## src/rtl/jtag_dmi_master_pkg.sv

```systemverilog
// Shared DMI field widths, op/status codes and agent FSM states.
// Imported by the DTM-side DMI agent.
package jtag_dmi_master_pkg;

  localparam int DMI_ADDR_W = 6;
  localparam int DMI_DATA_W = 32;
  localparam int DMI_OP_W   = 2;

  typedef enum logic [1:0] {
    DTM_OP_NOP   = 2'b00,
    DTM_OP_READ  = 2'b01,
    DTM_OP_WRITE = 2'b10
  } dtm_op_e;

  typedef enum logic [1:0] {
    DMI_STAT_OK     = 2'b00,
    DMI_STAT_FAILED = 2'b10,
    DMI_STAT_BUSY   = 2'b11
  } dmi_stat_e;

  typedef enum logic [1:0] {
    IDLE,
    REQ_HI,
    REQ_LO,
    WAIT_DONE
  } dmi_state_e;

endpackage

```

## src/rtl/dmi_sync2.sv

```systemverilog
// 1-bit two-flop synchronizer, async active-low reset.
// Ports: clk, rst_n, d (async in), q (synchronized out).
module dmi_sync2 (
  input  logic clk,
  input  logic rst_n,
  input  logic d,
  output logic q
);

  logic meta;

  always_ff @(posedge clk or negedge rst_n) begin
    if (!rst_n) begin
      meta <= 1'b0;
      q    <= 1'b0;
    end else begin
      meta <= d;
      q    <= meta;
    end
  end

endmodule

```

## src/rtl/jtag_dmi_master.sv

```systemverilog
// DTM-side DMI initiator: TAP request -> 4-phase req/ack to DM -> response.
// Ports: TAP side dmi_*, DM side dtm_req_*/dm_ack/dm_resp_*/dtm_ack, status.
module jtag_dmi_master
  import jtag_dmi_master_pkg::*;
#(
  parameter int DMI_ADDR_BITS = DMI_ADDR_W,
  parameter int DMI_DATA_BITS = DMI_DATA_W,
  parameter int DMI_OP_BITS   = DMI_OP_W,
  parameter int DMI_REQ_BITS  = DMI_ADDR_BITS + DMI_DATA_BITS + DMI_OP_BITS
) (
  input  logic                    clk,
  input  logic                    rst_n,
  input  logic                    dmi_req_valid_i,
  output logic                    dmi_req_ready_o,
  input  logic [DMI_REQ_BITS-1:0] dmi_req_data_i,
  output logic                    dmi_rsp_valid_o,
  output logic [DMI_REQ_BITS-1:0] dmi_rsp_data_o,
  output logic                    dmi_busy_o,
  output logic [1:0]              dmi_stat_o,
  input  logic                    dmireset_i,
  input  logic                    dmihardreset_i,
  output logic                    dtm_req_valid_o,
  output logic [DMI_REQ_BITS-1:0] dtm_req_data_o,
  input  logic                    dm_ack_i,
  input  logic                    dm_resp_valid_i,
  input  logic [DMI_REQ_BITS-1:0] dm_resp_data_i,
  output logic                    dtm_ack_o
);

  logic       ack_s;
  logic       rv_s;
  dmi_state_e state;
  dmi_state_e state_n;
  logic       abort;
  logic       abort_eff;
  logic       rsp_got;
  logic       accept;
  logic       violate;
  logic       to_idle;
  logic       capture;
  logic [1:0] rsp_op;
  logic [1:0] stat_n;

  dmi_sync2 u_ack_sync (
    .clk   (clk),
    .rst_n (rst_n),
    .d     (dm_ack_i),
    .q     (ack_s)
  );

  dmi_sync2 u_rv_sync (
    .clk   (clk),
    .rst_n (rst_n),
    .d     (dm_resp_valid_i),
    .q     (rv_s)
  );

  assign dmi_req_ready_o = (state == IDLE);
  assign dmi_busy_o      = (state != IDLE);

  assign accept  = dmi_req_valid_i && (state == IDLE);
  assign violate = dmi_req_valid_i && (state != IDLE);
  assign to_idle = (state != IDLE) && (state_n == IDLE);
  assign capture = rv_s && !dtm_ack_o && !rsp_got;
  assign rsp_op  = dm_resp_data_i[1:0];

  // A hard reset seen this cycle already counts as aborting.
  assign abort_eff = abort ||
                     (dmihardreset_i && (state != IDLE));

  always_comb begin
    state_n = state;
    unique case (state)
      IDLE:      if (dmi_req_valid_i) state_n = REQ_HI;
      REQ_HI:    if (ack_s) state_n = REQ_LO;
      REQ_LO:    if (!ack_s) state_n = WAIT_DONE;
      WAIT_DONE: if (rsp_got && !rv_s && !dtm_ack_o)
                   state_n = IDLE;
      default:   state_n = IDLE;
    endcase
  end

  // Clears take priority over any flag raised the same cycle.
  always_comb begin
    stat_n = dmi_stat_o;
    if (capture && rsp_op[1]) stat_n = stat_n | rsp_op;
    if (violate) stat_n = DMI_STAT_BUSY;
    if (dmireset_i ||
        (dmihardreset_i && (state == IDLE)) ||
        (to_idle && abort_eff))
      stat_n = DMI_STAT_OK;
  end

  always_ff @(posedge clk or negedge rst_n) begin
    if (!rst_n) begin
      state <= IDLE;
    end else begin
      state <= state_n;
    end
  end

  always_ff @(posedge clk or negedge rst_n) begin
    if (!rst_n) begin
      dtm_req_valid_o <= 1'b0;
      dtm_req_data_o  <= '0;
      abort           <= 1'b0;
      dmi_stat_o      <= 2'b00;
    end else begin
      dtm_req_valid_o <= (state_n == REQ_HI);
      if (accept) dtm_req_data_o <= dmi_req_data_i;
      abort           <= abort_eff && !to_idle;
      dmi_stat_o      <= stat_n;
    end
  end

  // Response handshake runs regardless of request phase.
  always_ff @(posedge clk or negedge rst_n) begin
    if (!rst_n) begin
      dtm_ack_o       <= 1'b0;
      rsp_got         <= 1'b0;
      dmi_rsp_valid_o <= 1'b0;
      dmi_rsp_data_o  <= '0;
    end else begin
      dmi_rsp_valid_o <= capture && !abort_eff;
      if (capture) begin
        dmi_rsp_data_o <= dm_resp_data_i;
        dtm_ack_o      <= 1'b1;
      end else if (!rv_s && dtm_ack_o) begin
        dtm_ack_o <= 1'b0;
      end
      if (to_idle) rsp_got <= 1'b0;
      else if (capture) rsp_got <= 1'b1;
    end
  end

endmodule

```

## config.mk

```make
export PLATFORM = sky130hd
export DESIGN_NAME = jtag_dmi_master
export DESIGN_NICKNAME = d
export VERILOG_FILES = /design/src/rtl/jtag_dmi_master_pkg.sv /design/src/rtl/dmi_sync2.sv /design/src/rtl/jtag_dmi_master.sv
export SDC_FILE = /design/constraint.sdc
export NUM_CORES = 1
export LEC_CHECK = 0
export BUFFER_PORTS_ARGS = -buffer_cell sky130_fd_sc_hd__buf_2
export CAP_MARGIN = 20
export CORE_MARGIN = 2
export CORE_UTILIZATION = 50
export DETAILED_ROUTE_END_ITERATION = 8
export HOLD_SLACK_MARGIN = 0.15
export PLACE_DENSITY_LB_ADDON = 0.12
export SLEW_MARGIN = 20
export SYNTH_ARGS = -nofsm -noshare
export SYNTH_HDL_FRONTEND = slang
export SYNTH_SLANG_ARGS = --single-unit
```

## constraint.sdc

```tcl
create_clock -name clk -period 5 [get_ports clk]
set_clock_uncertainty 0.1 [all_clocks]
set_input_delay 1 -clock clk [delete_from_list [all_inputs] [get_ports clk]]
set_output_delay 1 -clock clk [all_outputs]
set_load 0.01 [all_outputs]
```

# == Word-level counts from Yosys, hierarchy flattened ==
# Cells that the tools add are included.
# classes
eq_ne,4
bitwise_logic,1
n_mux,12
reduce_logical,28
# op_table
operator,count
$logic_and A1 B1 Y1,14
$mux W2,7
$pmux W2 S4,1
$reduce_bool A2 Y1,3
$logic_not A1 Y1,5
$eq A2 B1 Y1 const B,2
$eq A2 B2 Y1 const B,2
$logic_not A2 Y1,2
$mux W1,4
$logic_or A1 B1 Y1,3
$reduce_bool A3 Y1,1
$or A2 B2 Y2,1
# word_totals
register_bits,93
in_bits,87
output_inout_bits,87
word_cells,58

# == Longest topological paths before layout ==
# Gate-level depths: netlist of run 1.
# depth
word_depth,10
ltp_mapped,8
depth_no_buf,4

# == By module ==
# Synthesis of run 1 repeated with hierarchy kept, for this count alone.
# unflattened
cells_unflattened,214
hier_area_um2,3682.3
# modules_own_cells
mod,cells_each,seq_area_each_um2,area_per_inst_um2,instances
jtag_dmi_master,210,2227.1,3582.2,1
dmi_sync2,2,50.0,50.0,2

# == Least setup slack after synthesis of run 1 ==
# Ideal clock, no wire load.
# synth_timing
kind,reg-to-output
startpoint,register state[0]
endpoint,output dmi_req_ready_o
path_slack_ns,3.002
t_arrival_ns,0.898
stages_incl_launch_ff,5
required_ns,3.900
path_buffers,2
path_cell_list,dfrtp_1 -> buf_6 -> or2_1 -> buf_6 -> inv_4
# synth_between
elab_chain_cells,1
# synth_lines
element,line_no,text
"start, declared",jtag_dmi_master.sv:32,dmi_state_e state;
"start signal, assigned",jtag_dmi_master.sv:98,state <= state_n;
$logic_not A2 Y1,jtag_dmi_master.sv:58,assign dmi_req_ready_o = (state == IDLE);
"end, declared",jtag_dmi_master.sv:14,"output logic dmi_req_ready_o,"
# Every way passes these cells.

# == Final worst setup path of run 1 ==
# Same ends and word-level chain as after synthesis.

==> impl_metrics.tcl, run 1 <==
set metrics [dict create \
    design.die.area_um2 8090 \
    first_pass_iters 4 \
    power_frac_clock_pct 17.3 \
    critical_path_class "register to output pin" \
    numCtsBuffers 9 \
    worstMarginPinSlew_ps 781 \
    drv_slew 0 \
    synthesis.nets 300 \
    grt_pass1_wl_um 12300 \
    grt_start_max_net_pins 48 \
    worstSetupStartpoint "state[0]" \
    finalCritPeriodShare_pct 50.0 \
    cp-start-kind "register" \
    place_congestion 0.755 \
    areaGrowthSynthToFinish_pct 29.3 \
    ys.warnings.count 0 \
    switchingPower_uw 958 \
    viasPerCell 4.78 \
    grt_pass1_vias 2448 \
    antennaDiodeCount 0 \
    ant_nets 0 \
    die_w_um 90.0 \
    syn_avg_cell_area_um2 17.3 \
    antenna_found_initial 0 \
    cts_tree "done" \
    outcome "finished clean" \
    multi_input_area_um2 1210 \
    port_buffers 173 \
    tns_ps 0 \
    placed_area_um2 4560 \
    syn_area_um2 3690 \
    root_buffer "clkbuf_8" \
    slew_headroom_pct 47.9 \
    fill_cells 559 \
    path_clk_slew_ps 90 \
    die_h_um 90.0 \
    wire_per_inst_um 15.4 \
    grt_usage_pct 19.2 \
    synth_cell_type_count 24 \
    cts_buffer_depth 2 \
    cp_max_fo 9 \
    top_usage_layer "met2" \
    drc 0 \
    design_area_um2 4770 \
    crit_arrival_ps 1400 \
    p_leak_uw 0.00244 \
    cp_data_required_time_ps 3900 \
    cp-end-kind "output pin" \
    worstSkewPairLatency_ps 340 \
    vias 2354 \
    grt_util_met3_pct 6.20 \
    yosys_register_bits 93 \
    ys_seq_area_share_pct 63.0 \
    synth_cells 213 \
    gr-usage-met2_pct 32.4 \
    hp-start "u_ack_sync.meta" \
    maxCapViolCount 0 \
    drt_wl_total_um 7580 \
    ios 174 \
    power_frac_comb_pct 38.7 \
    cts_max_level 3 \
    internal-power_uw 2000 \
    ir_drop_mv 0.298 \
    whs_ps 258 \
    placementRows 31 \
    hold_buffers 0 \
    fmax_mhz 400 \
    timing_hold_violations_final 0 \
    drtIter0Drc 77 \
    powerDensity_nw_per_um2 620 \
    utilization_pct 66.2 \
    post_cts_buffers 0 \
    setup_viol 0 \
    seq_area_um2 2330 \
    core_area_um2 7210 \
    grt.met1_usage_pct 24.2 \
    switching_share_pct 32.4 \
    clock_sinks 93 \
    overflow 0 \
    rsz0062_at_grt "no" \
    nNetsFinal 475 \
    seq_power_share_pct 43.9 \
    min_period_ps 2500 \
    dp_hpwl_um 5540 \
    cts-resized-gates 0 \
    layout-drive-gt1-share_pct 59.3 \
    hold_path.class "register to register" \
    initial_core_util_pct 51.2 \
    r2r-start "state[0]" \
]
## worst paths after layout
path                       depth (start not counted)  slack, ps                  to
setup / recovery                                   3       2500     dmi_req_ready_o
min in group asynchronous                          1        540  dtm_req_data_o[13]
max in group asynchronous                          2       3230  dmi_rsp_data_o[28]
hold reg to reg                                    0        260        u_ack_sync.q
hold / removal                                     0        260        u_ack_sync.q
setup reg to reg                                   4       2790   dtm_req_data_o[0]
## placed cells by master, fill, tap and decap left out, drive strengths merged
master	count
buf	175
dfrtp	93
mux2	79
clkbuf	11
a21oi	10
inv	4
nand2	2
clkinvlp	2
and2	2
clkinv	2
or2	1
and4bb	1
maj3	1
a21o	1
mux2i	1
nor2	1
nor3b	1
o21ai	1
nand3	1
o21a	1
a221o	1
a21boi	1
bufinv	1
## sequential cells by signal (all words and copies together), names as in the netlist, 2 cells and up
| register | cells |
|---|---|
| dtm_req_data_o | 40 |
| dmi_rsp_data_o | 40 |
| state | 2 |
| dmi_stat_o | 2 |
## cell usage after synthesis, drive strengths merged
cell type,number,share of area [%]
a21boi,1,0.20
a21o,1,0.20
a21oi,10,1.4
a221o,1,0.27
and2,2,0.41
and4bb,1,0.34
buf,11,3.9
dfrtp,93,63
inv,4,0.47
maj3,1,0.27
mux2,79,28
mux2i,1,0.27
nand2,2,0.20
nand3,1,0.14
nor2,1,0.10
nor3b,1,0.34
o21a,1,0.20
o21ai,1,0.14
or2,1,0.17
## worst max-delay path, cell delays in order, from the launching register on
cell and delay (ps):
dfrtp_1 480, or2_1 360, inv_4 90, buf_2 120
## per-layer routing
metal,wire [µm],share of wire [%]
met5,0,0
met3,533,7.0
met2,3690,49
met4,75,0.99
met1,3280,43
## area by class of cell
type | instances | share of cell area, %
clock inverters | 5 | 1.23
well taps | 99 | 2.59
clock buffers | 11 | 3.17
multi-input cells | 105 | 25.4
repair buffers | 175 | 18.5
inverters | 4 | 0.367
flip-flops and latches | 93 | 48.7
## through the flow
| step | setup WS (ps) | power [µW] | instances |
|---|---|---|---|
| global route | 2430 | 3150 | 492 |
| floorplan | 3000 | 2020 | 213 |
| detailed placement | 2590 | 2480 | 476 |
| CTS | 2500 | 2990 | 492 |
| finish | 2500 | 2960 | 492 |
| global placement | 2620 | 2440 | 476 |
## power by group through the flow
stage	clock network (µW)	logic, µW	registers (µW)
2_1_floorplan	0	560	1460
3_3_place_gp	0	1140	1300
3_5_place_dp	0	1170	1310
4_1_cts	523	1170	1300
5_1_grt	560	1230	1350
6_report	513	1150	1300
## cells by family (layout without fill, tap and decap cells)
| family | count (synthesis) | in the layout | synth area share [%] |
|---|---|---|---|
| flip-flops | 93 | 93 | 63.0 |
| multiplexers | 80 | 80 | 28.3 |
| AO/OA/AOI/OAI | 15 | 15 | 2.37 |
| buffers and inverters | 15 | 195 | 4.34 |
| AND/OR/NAND/NOR | 9 | 9 | 1.69 |
| adder cells (fa/ha/maj) | 1 | 1 | 0.271 |
Power figures use the tool's default switching activity.
==> run 2: changes to the inputs <==
--- a/config.mk
+++ b/config.mk
@@ -8,7 +8,7 @@
 export BUFFER_PORTS_ARGS = -buffer_cell sky130_fd_sc_hd__buf_2
 export CAP_MARGIN = 20
 export CORE_MARGIN = 2
-export CORE_UTILIZATION = 50
+export CORE_UTILIZATION = 46
 export DETAILED_ROUTE_END_ITERATION = 8
 export HOLD_SLACK_MARGIN = 0.15
 export PLACE_DENSITY_LB_ADDON = 0.12
==> constraint.sdc (replaced) <==
create_clock -name clk -period 2.4 [get_ports clk]
set_clock_uncertainty 0.1 [all_clocks]
set_input_delay 0.48 -clock clk [delete_from_list [all_inputs] [get_ports clk]]
set_output_delay 0.48 -clock clk [all_outputs]
set_load 0.01 [all_outputs]
==> impl_metrics.tcl, run 2 (synthesis gave the netlist of run 1 again) <==
set metrics [dict create \
    die_w_um 93.6 \
    ir_drop_mv 0.535 \
    switching_share_pct 31.7 \
    dp_hpwl_um 5550 \
    cp-start-kind "register" \
    worstSetupStartpoint "state[0]" \
    path_buf_inv 2 \
    mostFrequentLayoutCell "buf_2" \
    grt_pass1_vias 2485 \
    dpl.cell_count 483 \
    cp_max_fo 9 \
    grt_usage_pct 17.5 \
    nNetsFinal 482 \
    finalCritPeriodShare_pct 80.9 \
    numCtsBuffers 9 \
    drt_wl_total_um 7420 \
    crit_family "flip-flops" \
    areaGrowthSynthToFinish_pct 31.2 \
    outcome "finished clean" \
    critical_path_class "register to output pin" \
    layout_common_cells "buf_2 (172), dfrtp_1 (93), mux2_1 (40), mux2_4 (39), clkbuf_8 (11)" \
    hp-start "dm_resp_data_i[33]" \
    timing_hold_violations_final 0 \
    rsz0062_at_grt "no" \
    dp_worst_setup_slack_ps 494 \
    power_frac_comb_pct 39.5 \
    seq_power_share_pct 43.9 \
    initial_core_util_pct 47.6 \
    maxCapViolCount 0 \
    setup_ws_ps 459 \
    placementRows 32 \
    cts_max_level 3 \
    worstMarginPinSlew_ps 425 \
    viasPerCell 4.74 \
    overflow 0 \
    cp-end-kind "output pin" \
    crit_arrival_ps 1360 \
    cts_buffer_depth 2 \
    worstSkewPairLatency_ps 340 \
    vias 2373 \
    setup_viol 0 \
    core_area_um2 7770 \
    root_buffer "clkbuf_8" \
    power_frac_clock_pct 16.6 \
    top_regs "dmi_rsp_data_o x40, dtm_req_data_o x40" \
    hold_path.class "input pin to register" \
    slowest_stage "dfrtp_1" \
    clock_sinks 93 \
    design.die.area_um2 8760 \
    place_congestion 0.783 \
    drc 0 \
    antennaDiodeCount 0 \
    wire_per_inst_um 14.8 \
    switchingPower_uw 1950 \
    layout-drive-gt1-share_pct 58.4 \
    tns_ps 0 \
    grt_pass1_wl_um 11900 \
    grt_start_max_net_pins 37 \
    fmax_mhz 515 \
    drtIter0Drc 73 \
    port_buffers 173 \
    drv_slew 0 \
    finalNonFillerCells 501 \
    internal-power_uw 4190 \
    cpPeakStageDelay_ps 480 \
    whs_ps 251 \
    p_leak_uw 0.00247 \
    ios 174 \
    powerDensity_nw_per_um2 1270 \
    min_period_ps 1940 \
    cp_data_required_time_ps 1820 \
    cts_tree "done" \
    antenna_found_initial 0 \
    die_h_um 93.6 \
    path_clk_slew_ps 80 \
    r2r-start "state[0]" \
    first_pass_iters 4 \
    ant_nets 0 \
    slew_headroom_pct 71.7 \
    crit_chain "or2_1 -> inv_4 -> buf_2" \
]
## run 2: per-stage QoR
stage          utilization [%]  power (µW)  area [µm²]
2_1_floorplan                -        4200        3690
3_3_place_gp              59.5        5110        4620
3_5_place_dp              59.5        5180        4620
4_1_cts                   62.4        6220        4850
5_1_grt                   62.4        6560        4850
6_report                  62.4        6130        4850
## run 2: cell type report
cell class                      count  area [µm²]
Fill cell                         639        2920
Sequential cell                    93        2330
Multi-Input combinational cell    105        1210
Timing Repair Buffer              182         968
Clock buffer                       14         163
Tap cell                          102         128
Clock inverter                      1        30.0
Inverter                            4        17.5
## run 2: power groups by stage
stage | sequential [µW] | combinational, µW | clock, µW
finish | 2690 | 2420 | 1020
global placement | 2690 | 2420 | 0
global route | 2800 | 2620 | 1140
detailed placement | 2720 | 2460 | 0
floorplan | 3040 | 1170 | 0
CTS | 2700 | 2470 | 1050
## run 2: metal layers
metal  vias to the layer above  share of wire (%)  global-route usage, %
met5                         -                  0                      0
met4                         0                1.6                   6.52
met3                        15                8.8                   5.80
met2                       107                 46                   27.3
met1                      1146                 43                   22.8
li1                       1105                  -                      -
## run 2: worst paths after layout
check,endpoint,slack [ps],cells after the start
max,dmi_req_ready_o,460,3
min,dmi_rsp_data_o[33],250,2
max reg2reg,dtm_req_data_o[11],490,5
min reg2reg,u_ack_sync.q,260,0
max in group asynchronous,dtm_ack_o,990,3
min in group asynchronous,dtm_req_data_o[4],520,2
## run 2: what timing repair did
action | 4_1_cts | 5_1_grt
gates resized for setup | 0 | 0
setup buffers | 0 | 0
endpoints found under the hold margin | 33 | 0
hold buffers | 3 | 0
==> run 3: changes to the inputs <==
==> constraint.sdc (replaced) <==
create_clock -name clk -period 2 [get_ports clk]
set_clock_uncertainty 0.1 [all_clocks]
set_input_delay 0.4 -clock clk [delete_from_list [all_inputs] [get_ports clk]]
set_output_delay 0.4 -clock clk [all_outputs]
set_load 0.01 [all_outputs]
==> impl_metrics.tcl, run 3 (synthesis gave the netlist of run 1 again) <==
set metrics [dict create \
    cts_tree "done" \
    power_frac_clock_pct 17.2 \
    wl_met2_um 3480 \
    setup_ws_ps 230 \
    placed_area_um2 4660 \
    drtIter0Drc 44 \
    clock_sinks 93 \
    layout_common_cells "buf_2 (172), dfrtp_1 (93), mux2_1 (40), mux2_4 (39), dlygate4sd3_1 (15)" \
    viasPerCell 4.63 \
    p_leak_uw 0.00255 \
    ios 174 \
    rsz0062_at_grt "no" \
    cts_max_level 3 \
    ir_drop_mv 0.652 \
    timing_hold_violations_final 0 \
    cp_data_required_time_ps 1500 \
    cp-end-kind "output pin" \
    drt_wl_total_um 7530 \
    maxCapViolCount 0 \
    nNetsFinal 496 \
    slew_headroom_pct 62.2 \
    cts_buffer_depth 2 \
    mostFrequentLayoutCell "buf_2" \
    drc 0 \
    dp_hpwl_um 5510 \
    overflow 0 \
    hold_path.class "input pin to register" \
    worstSkewPairLatency_ps 340 \
    post_cts_buffers 0 \
    die_w_um 93.6 \
    setup_viol 0 \
    vias 2388 \
    numCtsBuffers 9 \
    design.die.area_um2 8760 \
    powerDensity_nw_per_um2 1490 \
    route.met3.wl_um 585 \
    top_regs "dmi_rsp_data_o x40, dtm_req_data_o x40" \
    dpl.cell_count 485 \
    antennaDiodeCount 0 \
    power_frac_comb_pct 39.9 \
    port_buffers 173 \
    worstSetupStartpoint "state[1]" \
    placementRows 32 \
    switching_share_pct 32.1 \
    seq_power_share_pct 43.0 \
    areaGrowthSynthToFinish_pct 36.0 \
    die_h_um 93.6 \
    tns_ps 0 \
    outcome "finished clean" \
    whs_ps 166 \
    min_period_ps 1770 \
    finalNonFillerCells 516 \
    design_area_um2 5020 \
    cp-start-kind "register" \
    grt_start_max_net_pins 44 \
    cp_max_fo 5 \
    dp_worst_setup_slack_ps 273 \
    first_pass_iters 4 \
    root_buffer "clkbuf_8" \
    grt_pass1_wl_um 12100 \
    crit_arrival_ps 1270 \
    grt_usage_pct 17.8 \
    r2r-start "state[1]" \
    internal-power_uw 5070 \
    finalCritPeriodShare_pct 88.5 \
    core_area_um2 7770 \
    grt_pass1_vias 2455 \
    place_congestion 0.743 \
    path_clk_slew_ps 90 \
    switchingPower_uw 2400 \
    critical_path_class "register to output pin" \
    met1_length_um 3370 \
    drv_slew 0 \
    layout-drive-gt1-share_pct 57.7 \
    top_layer "met4" \
    antenna_found_initial 0 \
    ant_nets 0 \
    wire_per_inst_um 14.6 \
    worstMarginPinSlew_ps 567 \
    fmax_mhz 565 \
    hp-start "dm_resp_data_i[22]" \
    initial_core_util_pct 47.6 \
]
## run 3: cell types whose count changed in the layout (fill, tap and decap cells not counted)
cell,before,now
clkinv_4,0,1
clkinvlp_4,0,2
clkbuf_1,3,0
buf_12,2,4
dlygate4sd3_1,3,15
clkinv_2,0,1
## run 3: power groups by stage
stage / Combinational [µW] / Clock, µW / Sequential [µW]
final: 2980 / 1280 / 3210
after floorplan: 1400 / 0 / 3640
after global routing: 3220 / 1400 / 3330
after global placement: 2940 / 0 / 3210
after detailed placement: 3000 / 0 / 3240
after CTS: 3030 / 1330 / 3220
## run 3: layout make-up
cell class | instances | area (µm²)
clock buffers | 11 | 151
clock inverters | 5 | 58.8
fillers | 615 | 2740
inverters | 4 | 17.5
multi-input cells | 105 | 1210
flip-flops and latches | 93 | 2330
well taps | 102 | 128
repair buffers | 196 | 1130
## run 3: path summary, 6_finish.rpt
| check | to | slack, ps | cells past startpoint |
|---|---|---|---|
| hold / removal | dmi_rsp_data_o[22] | 170 | 2 |
| min in group asynchronous | dtm_req_data_o[38] | 480 | 2 |
| hold reg to reg | u_rv_sync.q | 250 | 0 |
| setup / recovery | dmi_req_ready_o | 230 | 3 |
| setup reg to reg | dtm_req_data_o[0] | 270 | 5 |
| max in group asynchronous | state[1] | 750 | 3 |
## run 3: routing by layer
layer / global-route usage, % / vias to the layer above
li1: - / 1130
met2: 28.1 / 99
met4: 5.92 / 0
met3: 4.67 / 10
met5: 0 / -
met1: 23.9 / 1149
## run 3: metrics by stage
| stage | utilization, % | total power, µW |
|---|---|---|
| final | 64.7 | 7470 |
| after CTS | 64.7 | 7580 |
| after detailed placement | 60.0 | 6230 |
| after global routing | 64.7 | 7950 |
| after floorplan | - | 5040 |
| after global placement | 60.0 | 6150 |
## run 3: critical path, stage by stage, from the launching register on
cell and delay (ps):
dfrtp_1 420, or2_1 300, inv_4 80, buf_2 130
## run 3: what timing repair did
item / in CTS / in global routing
gates resized for setup: 0 / 0
endpoints found under the hold margin: 55 / 0
hold buffers: 15 / 0
